### src/rtl/udp_traffic_gen.sv
// udp_traffic_gen: run-time configurable UDP payload generator for the stack
// send interface. Supports incrementing, PRBS-8, constant and sequence-tagged
// payloads, inter-frame gaps, frame counts, auto-start and graceful stop.
module udp_traffic_gen #(
    parameter int unsigned P_MAX_LEN     = 1472,
    parameter bit          P_AUTO_START  = 1'b1,
    parameter int unsigned P_START_DELAY = 100,
    parameter logic [7:0]  P_PRBS_SEED   = 8'hFF,
    parameter logic [7:0]  P_CONST_BYTE  = 8'hA5
) (
    input  logic        w_user_clk,
    input  logic        w_user_rst,
    input  logic        i_start,
    input  logic        i_stop,
    input  logic [1:0]  i_mode,
    input  logic [15:0] i_len,
    input  logic [15:0] i_gap,
    input  logic [31:0] i_pkt_num,
    input  logic        i_send_ready,
    output logic [7:0]  o_send_udp_data,
    output logic [15:0] o_send_udp_len,
    output logic        o_send_udp_last,
    output logic        o_send_udp_valid,
    output logic        o_busy,
    output logic        o_done,
    output logic [31:0] o_pkt_cnt
);

    localparam int unsigned LEN_W  = 16;
    localparam int unsigned CNT_W  = 32;
    localparam int unsigned BYTE_W = 8;

    localparam logic [LEN_W-1:0] MAX_LEN   = LEN_W'(P_MAX_LEN);
    localparam logic [CNT_W-1:0] START_DLY = CNT_W'(P_START_DELAY);

    typedef enum logic [2:0] {
        S_IDLE,
        S_WAIT_RDY,
        S_SEND,
        S_GAP,
        S_DONE
    } state_t;

    state_t              state_q, state_d;
    logic [1:0]          mode_q, mode_d;
    logic [LEN_W-1:0]    len_q, len_d;
    logic [LEN_W-1:0]    gap_q, gap_d;
    logic [LEN_W-1:0]    gap_cnt_q, gap_cnt_d;
    logic [LEN_W-1:0]    idx_q, idx_d;
    logic [CNT_W-1:0]    pkt_num_q, pkt_num_d;
    logic [CNT_W-1:0]    pkt_cnt_q, pkt_cnt_d;
    logic [CNT_W-1:0]    r_start_cnt_q, r_start_cnt_d;
    logic                stop_q, stop_d;
    logic [BYTE_W-1:0]   lfsr_q, lfsr_d;

    logic [BYTE_W-1:0]   data_q, data_d;
    logic [LEN_W-1:0]    olen_q, olen_d;
    logic                last_q, last_d;
    logic                valid_q, valid_d;
    logic                busy_q, busy_d;
    logic                done_q, done_d;

    logic [LEN_W-1:0]    len_clamp;
    logic [BYTE_W-1:0]   lfsr_next;
    logic                auto_evt;
    logic                trigger;

    // Payload byte for a given pattern, byte index, LFSR state and frame tag.
    function automatic logic [BYTE_W-1:0] f_payload(
        input logic [1:0]        mode,
        input logic [LEN_W-1:0]  idx,
        input logic [BYTE_W-1:0] lfsr,
        input logic [15:0]       tag
    );
        case (mode)
            2'd0:    f_payload = idx[7:0];
            2'd1:    f_payload = lfsr;
            2'd2:    f_payload = P_CONST_BYTE;
            default: begin
                if (idx == LEN_W'(0))      f_payload = tag[15:8];
                else if (idx == LEN_W'(1)) f_payload = tag[7:0];
                else                       f_payload = idx[7:0];
            end
        endcase
    endfunction

    // Requested length clamped into [1, P_MAX_LEN].
    assign len_clamp = (i_len == LEN_W'(0)) ? LEN_W'(1) :
                       (i_len > MAX_LEN)    ? MAX_LEN   : i_len;

    // x^8+x^6+x^5+x^4+1, Fibonacci form, shifting left.
    assign lfsr_next = {lfsr_q[6:0], lfsr_q[7] ^ lfsr_q[5] ^ lfsr_q[4] ^ lfsr_q[3]};

    assign auto_evt = P_AUTO_START && (r_start_cnt_q == START_DLY);
    assign trigger  = i_start | auto_evt;

    // State, configuration and output registers.
    always_ff @(posedge w_user_clk or posedge w_user_rst) begin
        if (w_user_rst) begin
            state_q       <= S_IDLE;
            mode_q        <= 2'd0;
            len_q         <= '0;
            gap_q         <= '0;
            gap_cnt_q     <= '0;
            idx_q         <= '0;
            pkt_num_q     <= '0;
            pkt_cnt_q     <= '0;
            r_start_cnt_q <= '0;
            stop_q        <= 1'b0;
            lfsr_q        <= '0;
            data_q        <= '0;
            olen_q        <= '0;
            last_q        <= 1'b0;
            valid_q       <= 1'b0;
            busy_q        <= 1'b0;
            done_q        <= 1'b0;
        end else begin
            state_q       <= state_d;
            mode_q        <= mode_d;
            len_q         <= len_d;
            gap_q         <= gap_d;
            gap_cnt_q     <= gap_cnt_d;
            idx_q         <= idx_d;
            pkt_num_q     <= pkt_num_d;
            pkt_cnt_q     <= pkt_cnt_d;
            r_start_cnt_q <= r_start_cnt_d;
            stop_q        <= stop_d;
            lfsr_q        <= lfsr_d;
            data_q        <= data_d;
            olen_q        <= olen_d;
            last_q        <= last_d;
            valid_q       <= valid_d;
            busy_q        <= busy_d;
            done_q        <= done_d;
        end
    end

    // Next-state logic; outputs are derived from the next state so they register with it.
    always_comb begin
        state_d       = state_q;
        mode_d        = mode_q;
        len_d         = len_q;
        gap_d         = gap_q;
        gap_cnt_d     = gap_cnt_q;
        idx_d         = idx_q;
        pkt_num_d     = pkt_num_q;
        pkt_cnt_d     = pkt_cnt_q;
        stop_d        = stop_q;
        lfsr_d        = lfsr_q;
        data_d        = '0;
        olen_d        = '0;
        last_d        = 1'b0;
        valid_d       = 1'b0;
        // Counter saturates one past the delay so the auto-start fires only once.
        r_start_cnt_d = (r_start_cnt_q <= START_DLY) ? r_start_cnt_q + CNT_W'(1) : r_start_cnt_q;

        if (state_q != S_IDLE && i_stop) stop_d = 1'b1;

        case (state_q)
            S_IDLE: begin
                if (trigger) begin
                    mode_d    = i_mode;
                    len_d     = len_clamp;
                    gap_d     = i_gap;
                    pkt_num_d = i_pkt_num;
                    pkt_cnt_d = '0;
                    stop_d    = 1'b0;
                    state_d   = S_WAIT_RDY;
                end
            end
            S_WAIT_RDY: begin
                if (stop_d) begin
                    state_d = S_DONE;
                end else if (i_send_ready) begin
                    idx_d   = '0;
                    lfsr_d  = P_PRBS_SEED;
                    state_d = S_SEND;
                end
            end
            S_SEND: begin
                if (idx_q == len_q - LEN_W'(1)) begin
                    pkt_cnt_d = pkt_cnt_q + CNT_W'(1);
                    if (stop_d || (pkt_num_q != '0 && pkt_cnt_d == pkt_num_q)) begin
                        state_d = S_DONE;
                    end else if (gap_q != '0) begin
                        gap_cnt_d = LEN_W'(1);
                        state_d   = S_GAP;
                    end else begin
                        state_d = S_WAIT_RDY;
                    end
                end else begin
                    idx_d  = idx_q + LEN_W'(1);
                    lfsr_d = lfsr_next;
                end
            end
            S_GAP: begin
                if (gap_cnt_q == gap_q) state_d = S_WAIT_RDY;
                else                    gap_cnt_d = gap_cnt_q + LEN_W'(1);
            end
            S_DONE: begin
                state_d = S_IDLE;
            end
            default: begin
                state_d = S_IDLE;
            end
        endcase

        if (state_d == S_SEND) begin
            valid_d = 1'b1;
            last_d  = (idx_d == len_d - LEN_W'(1));
            olen_d  = len_d;
            data_d  = f_payload(mode_d, idx_d, lfsr_d, pkt_cnt_d[15:0]);
        end
        busy_d = (state_d != S_IDLE);
        done_d = (state_d == S_DONE);
    end

    assign o_send_udp_data  = data_q;
    assign o_send_udp_len   = olen_q;
    assign o_send_udp_last  = last_q;
    assign o_send_udp_valid = valid_q;
    assign o_busy           = busy_q;
    assign o_done           = done_q;
    assign o_pkt_cnt        = pkt_cnt_q;

endmodule

### config.mk
export PLATFORM = sky130hd
export DESIGN_NAME = udp_traffic_gen
export DESIGN_NICKNAME = d
export VERILOG_FILES = /design/src/rtl/udp_traffic_gen.sv
export SDC_FILE = /design/constraint.sdc
export NUM_CORES = 1
export LEC_CHECK = 0
export ABC_AREA = 0
export CAP_MARGIN = 10
export CORE_MARGIN = 4
export CORE_UTILIZATION = 59
export CTS_BUF_LIST = sky130_fd_sc_hd__clkbuf_8
export DETAILED_ROUTE_END_ITERATION = 6
export GPL_ROUTABILITY_DRIVEN = 0
export PLACE_DENSITY = 0.89
export SYNTH_ARGS = -nofsm -noshare
export SYNTH_HDL_FRONTEND = slang
export SYNTH_SLANG_ARGS = --single-unit
### constraint.sdc
create_clock -name w_user_clk -period 10.5 [get_ports w_user_clk]
set_clock_uncertainty 0.2 [all_clocks]
set_input_delay 2.625 -clock w_user_clk [delete_from_list [all_inputs] [get_ports w_user_clk]]
set_output_delay 2.625 -clock w_user_clk [all_outputs]
set_load 0.02 [all_outputs]
==> flow_summary.yaml <==
run_status:
  outcome: "completed"
global_route:
  gr-usage-met2_pct: 43.67
  grt_overflow_total: 0
  grt_pass1_vias: 10000
  grt.total_usage_pct: 27.40
  gr-usage-met1_pct: 36.34
  grt.met3_usage_pct: 6.046
  grt_pass1_wl_mm: 49.07
  busiest_layer: "met2"
  grt_max_degree: 131
  antenna_found_initial: 0
die:
  die_x_um: 146.8
  dieHeight_um: 146.8
  io_pins: 131
  core-area_um2: 18830
  start_util_pct: 60.39
  row_count: 50
  die_area_um2: 21560
worst_setup_path:
  r2r_setup_slack_ns: 5.47
  crit_fanout: 5
  r2r_cells: 14
  crit_path_end_kind: "flop"
  path_cells: "clkdlybuf4s50_1 -> or4_1 -> nor4_2 -> nor2_1 -> and3_1 -> a21oi_1 -> ha_1 -> nand3_1 -> or4_1 -> o21ai_0 -> xnor2_1 -> xnor2_1 -> nand4_1 -> or4_1 -> a2111oi_2"
  cp-start-kind: "input port"
  slowest_stage: "or4_1"
  crit_path_frequent_cell: "or4_1"
  critPathKind: "input port to flop"
  worstPathArrival_ns: 6.89
  r2r_start: "len_q[0]"
  slowest_delay_ns: 0.58
  crit_required_ns: 10.71
  r2r-end: "o_send_udp_data[0]"
drt:
  vias: 10190
  dr.pass1.iters: 5
  viasPerCell: 6.126
  totalWireLength_mm: 29.98
  drtAntennaViolNets: 0
  post_drt_wl_per_cell_um: 18.03
  drtIter0Drc: 1081
  drc: 0
clock_network:
  clock_sinks: 202
  ctsHoldBuffers: 0
  root_buffer: "clkbuf_8"
  post_cts_resized: 0
  clock_latency_ns: 0.54
  cts-htree-levels: 2
  cts_buffers: 35
  cts_tree: "yes"
  cts.clk_slew.worst_paths_ns: 0.06
  cts_setup_buffers: 0
  max-clock-path-buffers: 3
power_and_ir_drop:
  leakagePower_uw: 0.005865
  power_frac_comb_pct: 39.6
  intPower_uw: 1949
  p_seq_share_pct: 36.1
  powerDensity_nw_per_um2: 244.3
  swShare_pct: 40.76
  ir_drop_v: 0.0001387
  pwr-share-clk_pct: 24.3
  switchingPower_uw: 1341
place:
  dp_slack_ns: 3.303
  io_buffers: 130
  dpl.hpwl_mm: 20.68
layout:
  multiInputGateArea_um2: 5807
  nets: 1456
  area_delta_synth_final_pct: 18.42
  insertedDiodeCount: 0
  post-route-util_pct: 71.51
  mostFrequentLayoutCell: "nand2_1"
  drive_gt1_share_pct: 7.698
  seq_area_um2: 5055
  mostFrequentLayoutCells: "nand2_1 (239), dfrtp_1 (202), clkdlybuf4s50_1 (130)"
  num-fill-cells: 1380
sta:
  max_slew_margin_pct: 24.56
  fin_setup_tns_ns: 0
  worst_pin_slew_ns: 1.129
  fin_ws_ns: 3.824
  fmax_mhz: 149.8
  setup_viol: 0
  rsz0062_at_grt: "no"
  fin_crit_ns: 6.676
  hold_viol: 0
  finalCritPeriodShare_pct: 63.58
  slew_viol_final: 0
synthesis:
  avgSynthCellArea_um2: 8.787
  postSynthCellCount: 1294
  synth_top_area_share_pct: 44.45
  synth-seq-area-share_pct: 44.45
  synthesis.nets: 1372
  ys_types: 85
  ys_ff_latch: 202
  synthArstFlopShare_pct: 100.0
  synth_edf_count: 0
  yosysTopAreaCell: "dfrtp_1"
  ys.flop_type: "dfrtp_1"
  ys_top_cells_by_area: "dfrtp_1 (44%), nand2_1 (7.9%), xnor2_1 (5.4%)"
  syn_area_um2: 11370
  yosys_warnings: 0
worst_hold_path:
  hold_depth: 0
  hold_class: "flop to flop"
  hold_path_startpoint: "r_start_cnt_q[9]"
  min_to: "r_start_cnt_q[9]"
run:
  drv_cap: 0
## metal layers
metal / wire length (um) / vias up
li1: - / 4688
met1: 12090 / 4814
met2: 13950 / 581
met3: 2888 / 104
met4: 1054 / 0
met5: 0 / -
## cell families (layout without fill, tap and decap cells)
group	Yosys count	after routing	share of synthesized area (%)
flops	202	202	44.45
mux	19	19	1.705
buf+inv	126	235	4.611
simple gates	596	596	25.97
xor+xnor	123	123	9.474
fa+ha+maj	7	7	0.7702
compound gates	221	221	13.02
## per-stage QoR
step / area, um2 / hold WS (ns) / power, uW / std cells
after floorplan: 11370 / 0.2294 / 2099 / 1294
after global placement: 12680 / 0.1649 / 2414 / 1601
after CTS: 13470 / 0.1788 / 3275 / 1663
final: 13470 / 0.1732 / 3290 / 1663
after global routing: 13470 / 0.1867 / 3474 / 1663
after detailed placement: 12680 / 0.1667 / 2467 / 1601
## sequential cells by signal, indices dropped and copies added (netlist names)
name,count
stop_q,1
r_start_cnt_q,32
state_q,3
pkt_num_q,32
o_done,1
o_send_udp_data,8
mode_q,2
o_send_udp_last,1
lfsr_q,8
o_pkt_cnt,32
gap_cnt_q,16
len_q,16
o_send_udp_valid,1
idx_q,16
o_busy,1
o_send_udp_len,16
gap_q,16
## worst max-delay path: cells and delay by family
kind	cells	cell delay [ns]
fa+ha+maj	1	0.28
simple gates	8	2.42
xor+xnor	2	0.32
buf+inv	1	0.48
compound gates	3	0.77
## worst max path at each step
stage,startpoint,end,slack (ns)
floorplan,w_user_rst,gap_cnt_q[0],2.16
global placement,i_len[9],o_send_udp_last,3.47
detailed placement,i_len[9],o_send_udp_last,3.30
CTS,i_len[9],o_send_udp_last,3.84
global route,i_len[9],o_send_udp_last,3.58
finish,i_len[9],o_send_udp_last,3.82
## final cells by class
class / instances / area share [%]
inverter: 38 / 1.115
clock inverter: 13 / 0.8549
tap: 260 / 2.416
sequential: 202 / 37.54
multi-input combinational: 966 / 43.12
clock buffer: 49 / 5.008
timing repair buffer: 135 / 9.942
## power by group through the flow
stage	clock network, uW	registers, uW	logic, uW
2_1_floorplan	0	1150	945
4_1_cts	807	1180	1290
3_5_place_dp	0	1190	1280
6_report	799	1190	1300
3_3_place_gp	0	1180	1230
5_1_grt	844	1210	1420
## cell usage after synthesis (all sizes together) (6+ instances only)
cell type / instances
o21ai: 63
clkbuf: 66
a21oi: 47
nand2b: 9
nand4: 24
and2: 12
dfrtp: 202
nand3: 55
o31ai: 29
or2: 6
buf: 22
a31oi: 14
nor2b: 10
o211ai: 12
or3: 8
or4: 14
and4: 9
nor4: 33
inv: 36
mux2i: 16
and3: 23
ha: 7
xor2: 53
nor2: 106
nor4b: 6
nor3: 28
nand2: 241
xnor2: 70
Power figures use the tool's default switching activity.
